$ cat config.mk
export PLATFORM = sky130hd
export DESIGN_NAME = mod_counter_bcd
export DESIGN_NICKNAME = d
export VERILOG_FILES = /design/src/rtl/mod_counter_bcd.sv
export SDC_FILE = /design/constraint.sdc
export NUM_CORES = 1
export LEC_CHECK = 0
export CELL_PAD_IN_SITES_DETAIL_PLACEMENT = 2
export CELL_PAD_IN_SITES_GLOBAL_PLACEMENT = 2
export CORE_MARGIN = 2
export CORE_UTILIZATION = 34
export DETAILED_ROUTE_END_ITERATION = 10
export PLACE_DENSITY = 0.81
export SLEW_MARGIN = 30
export SYNTH_ARGS = -nofsm -noshare
export SYNTH_HDL_FRONTEND = slang
export SYNTH_SLANG_ARGS = --single-unit
$ cat constraint.sdc
create_clock -name clk_50 -period 4.9 [get_ports clk_50]
set_input_delay 1.225 -clock clk_50 [delete_from_list [all_inputs] [get_ports clk_50]]
set_output_delay 1.225 -clock clk_50 [all_outputs]
set_load 0.03 [all_outputs]
$ cat src/rtl/mod_counter_bcd.sv
// Modulo-N time-field counter with tick carry, key editing and BCD display.
// One instance serves one field (seconds, minutes, hours, day, month).
module mod_counter_bcd #(
   parameter int WIDTH         = 6,
   parameter int MIN           = 0,
   parameter int MAX           = 23,
   parameter int RESET_VALUE   = 0,
   parameter int REPEAT_DELAY  = 25000000,
   parameter int REPEAT_PERIOD = 5000000
) (
   input  logic             clk_50,
   input  logic             rst,
   input  logic             mode,
   input  logic             select,
   input  logic             key1,
   input  logic             key2,
   input  logic             tick_in,
   input  logic             load_en,
   input  logic [WIDTH-1:0] load_value,
   output logic [WIDTH-1:0] count,
   output logic [3:0]       tens,
   output logic [3:0]       ones,
   output logic             carry_out,
   output logic [6:0]       seg_tens,
   output logic [6:0]       seg_ones
);

   localparam int RMAX = (REPEAT_DELAY > REPEAT_PERIOD) ?
                         REPEAT_DELAY : REPEAT_PERIOD;
   localparam int RW   = $clog2(RMAX + 1);

   localparam logic [RW-1:0]    DLY_LAST = RW'(REPEAT_DELAY - 1);
   localparam logic [RW-1:0]    PER_LAST = RW'(REPEAT_PERIOD - 1);
   localparam logic [WIDTH-1:0] MIN_V    = WIDTH'(MIN);
   localparam logic [WIDTH-1:0] MAX_V    = WIDTH'(MAX);
   localparam logic [WIDTH-1:0] RST_V    = WIDTH'(RESET_VALUE);
   localparam logic [WIDTH-1:0] SPAN_V   = WIDTH'(MAX - MIN);

   typedef enum logic [1:0] {
      R_IDLE,
      R_DELAY,
      R_REPEAT
   } rep_e;

   logic [1:0]       s1_q, s1_d;
   logic [1:0]       s2_q, s2_d;
   logic [1:0]       p_q, p_d;
   logic [1:0]       arm_q, arm_d;
   logic [1:0]       warm_q, warm_d;
   rep_e             st_q [2];
   rep_e             st_d [2];
   logic [RW-1:0]    rc_q [2];
   logic [RW-1:0]    rc_d [2];
   logic             tick_d_q;
   logic [WIDTH-1:0] count_q, count_d;
   logic             carry_q, carry_d;

   logic [1:0]       step;
   logic             both;
   logic             active;
   logic             tick_edge;
   logic [WIDTH-1:0] load_off;
   logic [31:0]      c32;

   function automatic logic [6:0] seg7(input logic [3:0] d);
      case (d)
         4'd0:    seg7 = 7'h40;
         4'd1:    seg7 = 7'h79;
         4'd2:    seg7 = 7'h24;
         4'd3:    seg7 = 7'h30;
         4'd4:    seg7 = 7'h19;
         4'd5:    seg7 = 7'h12;
         4'd6:    seg7 = 7'h02;
         4'd7:    seg7 = 7'h78;
         4'd8:    seg7 = 7'h00;
         4'd9:    seg7 = 7'h10;
         default: seg7 = 7'h7F;
      endcase
   endfunction

   // Key path: s1/s2 synchronise, p holds the previous level for edges.
   // arm blocks the first two post-reset cycles, whose s2/p are not real.
   always_comb begin
      s1_d      = {key2, key1};
      s2_d      = s1_q;
      p_d       = s2_q;
      warm_d    = {warm_q[0], 1'b1};
      arm_d     = arm_q | (s2_q & {2{warm_q[1]}});
      tick_edge = tick_in & ~tick_d_q;
      active    = mode & select;
      both      = ~s2_q[0] & ~s2_q[1];
      step      = 2'b00;
      for (int k = 0; k < 2; k++) begin
         st_d[k] = st_q[k];
         rc_d[k] = rc_q[k];
         if (load_en || !active || both) begin
            st_d[k] = R_IDLE;
            rc_d[k] = '0;
         end else if (st_q[k] == R_IDLE) begin
            rc_d[k] = '0;
            if (arm_q[k] && !s2_q[k] && p_q[k]) begin
               st_d[k] = R_DELAY;
               step[k] = 1'b1;
            end
         end else if (s2_q[k]) begin
            st_d[k] = R_IDLE;
            rc_d[k] = '0;
         end else if ((st_q[k] == R_DELAY && rc_q[k] == DLY_LAST) ||
                      (st_q[k] == R_REPEAT && rc_q[k] == PER_LAST)) begin
            st_d[k] = R_REPEAT;
            rc_d[k] = '0;
            step[k] = 1'b1;
         end else begin
            rc_d[k] = rc_q[k] + RW'(1);
         end
      end
   end

   // Out-of-range loads wrap below MIN in the subtraction, failing SPAN.
   always_comb begin
      count_d  = count_q;
      carry_d  = 1'b0;
      load_off = load_value - MIN_V;
      if (load_en) begin
         count_d = (load_off <= SPAN_V) ? load_value : MIN_V;
      end else if (!mode) begin
         if (tick_edge) begin
            if (count_q == MAX_V) begin
               count_d = MIN_V;
               carry_d = 1'b1;
            end else begin
               count_d = count_q + WIDTH'(1);
            end
         end
      end else if (select) begin
         if (step[0]) begin
            count_d = (count_q == MAX_V) ? MIN_V : count_q + WIDTH'(1);
         end else if (step[1]) begin
            count_d = (count_q == MIN_V) ? MAX_V : count_q - WIDTH'(1);
         end
      end
   end

   always_ff @(posedge clk_50) begin
      if (rst) begin
         s1_q     <= 2'b11;
         s2_q     <= 2'b11;
         p_q      <= 2'b11;
         arm_q    <= 2'b00;
         warm_q   <= 2'b00;
         st_q[0]  <= R_IDLE;
         st_q[1]  <= R_IDLE;
         rc_q[0]  <= '0;
         rc_q[1]  <= '0;
         tick_d_q <= 1'b0;
         count_q  <= RST_V;
         carry_q  <= 1'b0;
      end else begin
         s1_q     <= s1_d;
         s2_q     <= s2_d;
         p_q      <= p_d;
         arm_q    <= arm_d;
         warm_q   <= warm_d;
         st_q[0]  <= st_d[0];
         st_q[1]  <= st_d[1];
         rc_q[0]  <= rc_d[0];
         rc_q[1]  <= rc_d[1];
         tick_d_q <= tick_in;
         count_q  <= count_d;
         carry_q  <= carry_d;
      end
   end

   always_comb begin
      c32      = 32'(count_q);
      tens     = 4'(c32 / 32'd10);
      ones     = 4'(c32 % 32'd10);
      seg_tens = seg7(tens);
      seg_ones = seg7(ones);
   end

   assign count     = count_q;
   assign carry_out = carry_q;

endmodule
==> flow_summary.yaml, run 1 <==
run_status:
  outcome: "complete, no violations"
sta:
  slew_headroom: 0.4233
  period_minus_slack_ps: 4776
  hold_viol_final: 0
  slew_violations: 0
  skew_ps: 5.735
  fin_crit_sh: 0.9746
  setup_viol: 0
  clock.fmax_mhz: 209.4
  tns_ps: 0
  tightest_slew_ps: 863.0
route:
  drt-total-wl_um: 13560
  remaining_drc_errors: 0
  top_layer_used: "met4"
  drt_iter0_drc: 170
  vias: 3956
  drt-pass1-iter-count: 4
  met3WireLength_um: 319
  wire_per_inst_um: 18.57
  met1_length_um: 6090
  ant_nets: 0
  vias_per_cell: 5.419
  wl_met2_um: 7007
min_path:
  min_path_type: "reg2reg"
cells_and_area:
  fillers: 1358
  final-seq-area_um2: 1443
  nets: 614
  antenna_cells: 0
  areaGrowthSynthToFinish_pct: 27.10
  drive_above_1_share: 0.1544
  multiInputGateArea_um2: 2711
  final_util: 0.4417
yosys:
  synth_edf_count: 0
  ys_types: 60
  yosysTopAreaCell: "dfxtp_1"
  synth_nets: 562
  netlist_area_um2: 4174
  ys_top_cells_by_count: "91 x nor2_1, 72 x dfxtp_1, 45 x nand2_1, 29 x nand3_1, 25 x xnor2_1"
  synth_warnings: 0
  synth_seq_cells: 72
  yosys-top-cells-area: "dfxtp_1 35%, nor2_1 8.2%, ha_1 6.6%"
  syn_avg_cell_area_um2: 7.935
  synthArstFlopShare: 0
  syn-instance-count: 526
  synth_ff_type: "dfxtp_1"
  ys_seq_area_frac: 0.3453
  yosysMostFrequentCell: "nor2_1"
  synth_top_cell_area_share: 0.3453
setup_path:
  cp_slowest_cell: "ha_2"
  critPathLaunchType: "flip-flop"
  cp-end-kind: "primary output"
  crit_fanout: 5
  slowest_delay_ps: 390
  required_ps: 3670
  worstPathArrival_ps: 3550
  criticalPathCategory: "reg2out"
  crit_chain: "inv_2 > buf_4 > ha_2 > and4b_1 > o21ai_2 > and3_4 > mux2i_4 > inv_2 > ha_4 > inv_2 > nand2_1 > xnor2_2 > buf_4 > or3_1 > o311ai_4 > buf_6"
  critPathBufInv: 6
  path_delay_family: "simple AND/OR/NAND/NOR gates"
  cp_common_cell: "inv_2"
floorplan:
  die_height_um: 114.8
  initial_utilization: 0.3475
  num_rows: 40
  dieWidth_um: 114.8
  ios: 43
  die_area_um2: 13180
  coreArea_um2: 12010
clock_tree:
  path_clk_slew_ps: 60
  cts_sinks: 72
  cts_tree: "built"
  clockBufferDepth: 2
  cts_hold_buf: 0
  cts_made_buffers: 9
  clock_latency_ps: 330
  cts.htree.levels: 3
  clockRootBuffer: "clkbuf_16"
place:
  port_buffers: 41
  place.gp.congestion: 0.8318
  dpl.hpwl_um: 9239
global_route:
  antenna_found_initial: 0
  grt_pass1_wl_um: 22160
  grt_max_degree: 25
  grt_pass1_vias: 4237
  grt-ovfl-total: 0
  grt_use_total: 0.2100
job:
  drv_cap: 0
power:
  ir_drop_mv: 0.1676
  power_leakage_nw: 1.874
  power_density_nw_per_um2: 352.9
report_power, final:
group / switching [mW] / total, mW / internal, mW
Combinational: 0.326 / 0.560 / 0.234
Sequential: 0.00761 / 0.602 / 0.594
Clock: 0.265 / 0.710 / 0.446
Total: 0.598 / 1.87 / 1.27
timing repair:
action                     in CTS  in global routing
resized for setup               8                 20
setup endpoints to repair       7                  7
setup buffers                   2                  1
pin swaps                       4                  4
cells in the final DEF (no fill, tap or decap), drive strengths merged, types with 5 or more instances in the layout:
cell,synthesis,layout
nor2,91,91
dfxtp,72,72
nand2,45,45
clkdlybuf4s50,0,32
buf,5,30
nand3,29,29
xnor2,25,25
xor2,24,24
ha,22,22
a21oi,21,21
inv,20,20
o21ai,18,18
and3,17,17
nor3,11,11
nand4,10,10
or2,9,9
clkbuf,17,9
or3,8,8
a31oi,6,6
a211oi,6,6
and2,5,5
final cells by class:
cell class                      count  share of cell area
Clock buffer                        9             0.04245
Tap cell                          147             0.03467
Clock inverter                      7             0.01816
Inverter                           21             0.01486
Multi-Input combinational cell    411              0.5111
Timing Repair Buffer               63              0.1068
Sequential cell                    72              0.2719
final timing paths:
kind,startpoint,slack (ps),to,depth (start not counted)
worst max-delay path,count[4],120,seg_ones[2],16
worst min-delay path,s1_q[1],430,p_d[1],1
worst max register to register,rc_q[0][20],2120,count[2],8
worst min register to register,s1_q[1],430,p_d[1],1
per-stage QoR:
stage / power [mW] / instances / setup slack (ps) / hold slack, ps / instance area (um^2)
after floorplan: 0.9527 / 526 / 13.61 / 389.5 / 4240
after global placement: 1.121 / 711 / 146.4 / 390.3 / 4852
after detailed placement: 1.138 / 711 / -58.44 / 397.2 / 4852
after CTS: 1.862 / 729 / 1.241 / 430.8 / 5211
after global routing: 1.953 / 730 / -30.25 / 432.1 / 5305
final: 1.872 / 730 / 124.5 / 429.9 / 5305
flip-flops by register name (all words and copies together), names as in the netlist:
name	count
rc_q	50
count	6
st_q	4
arm_q	2
p_d	2
p_q	2
s1_q	2
warm_q	2
carry_out	1
tick_d_q	1
logic make-up after synthesis:
logic type / share of synthesized area
AO/OA/AOI/OAI: 0.1205
XOR/XNOR: 0.1028
adder cells (fa/ha/maj): 0.06595
buffers and inverters: 0.04286
flip-flops: 0.3453
multiplexers: 0.01499
other: 0.0008984
AND/OR/NAND/NOR: 0.3067
metal layers:
metal,vias to the layer above,GRT usage
li1,1917,-
met1,1974,0.2598
met2,50,0.3830
met3,15,0.03163
met4,0,0.05221
met5,-,0
worst reg2reg max path: stages (launching register included):
cell      delay (ps)
dfxtp_1          380
or4_1            550
or4b_4           550
a211oi_2         290
o21ai_2          150
nand2_1          200
a31o_2           190
a21oi_1           40
a311oi_1         340
Power figures use the tool's default switching activity.
==> inputs of run 2 (changes only) <==
--- a/config.mk
+++ b/config.mk
@@ -11,7 +11,7 @@
 export CORE_UTILIZATION = 34
 export DETAILED_ROUTE_END_ITERATION = 10
 export PLACE_DENSITY = 0.81
-export SLEW_MARGIN = 30
+export SLEW_MARGIN = 25
 export SYNTH_ARGS = -nofsm -noshare
 export SYNTH_HDL_FRONTEND = slang
 export SYNTH_SLANG_ARGS = --single-unit
==> results of run 2 <==
The final DEF is identical to that of run 1; final timing and power are the same.
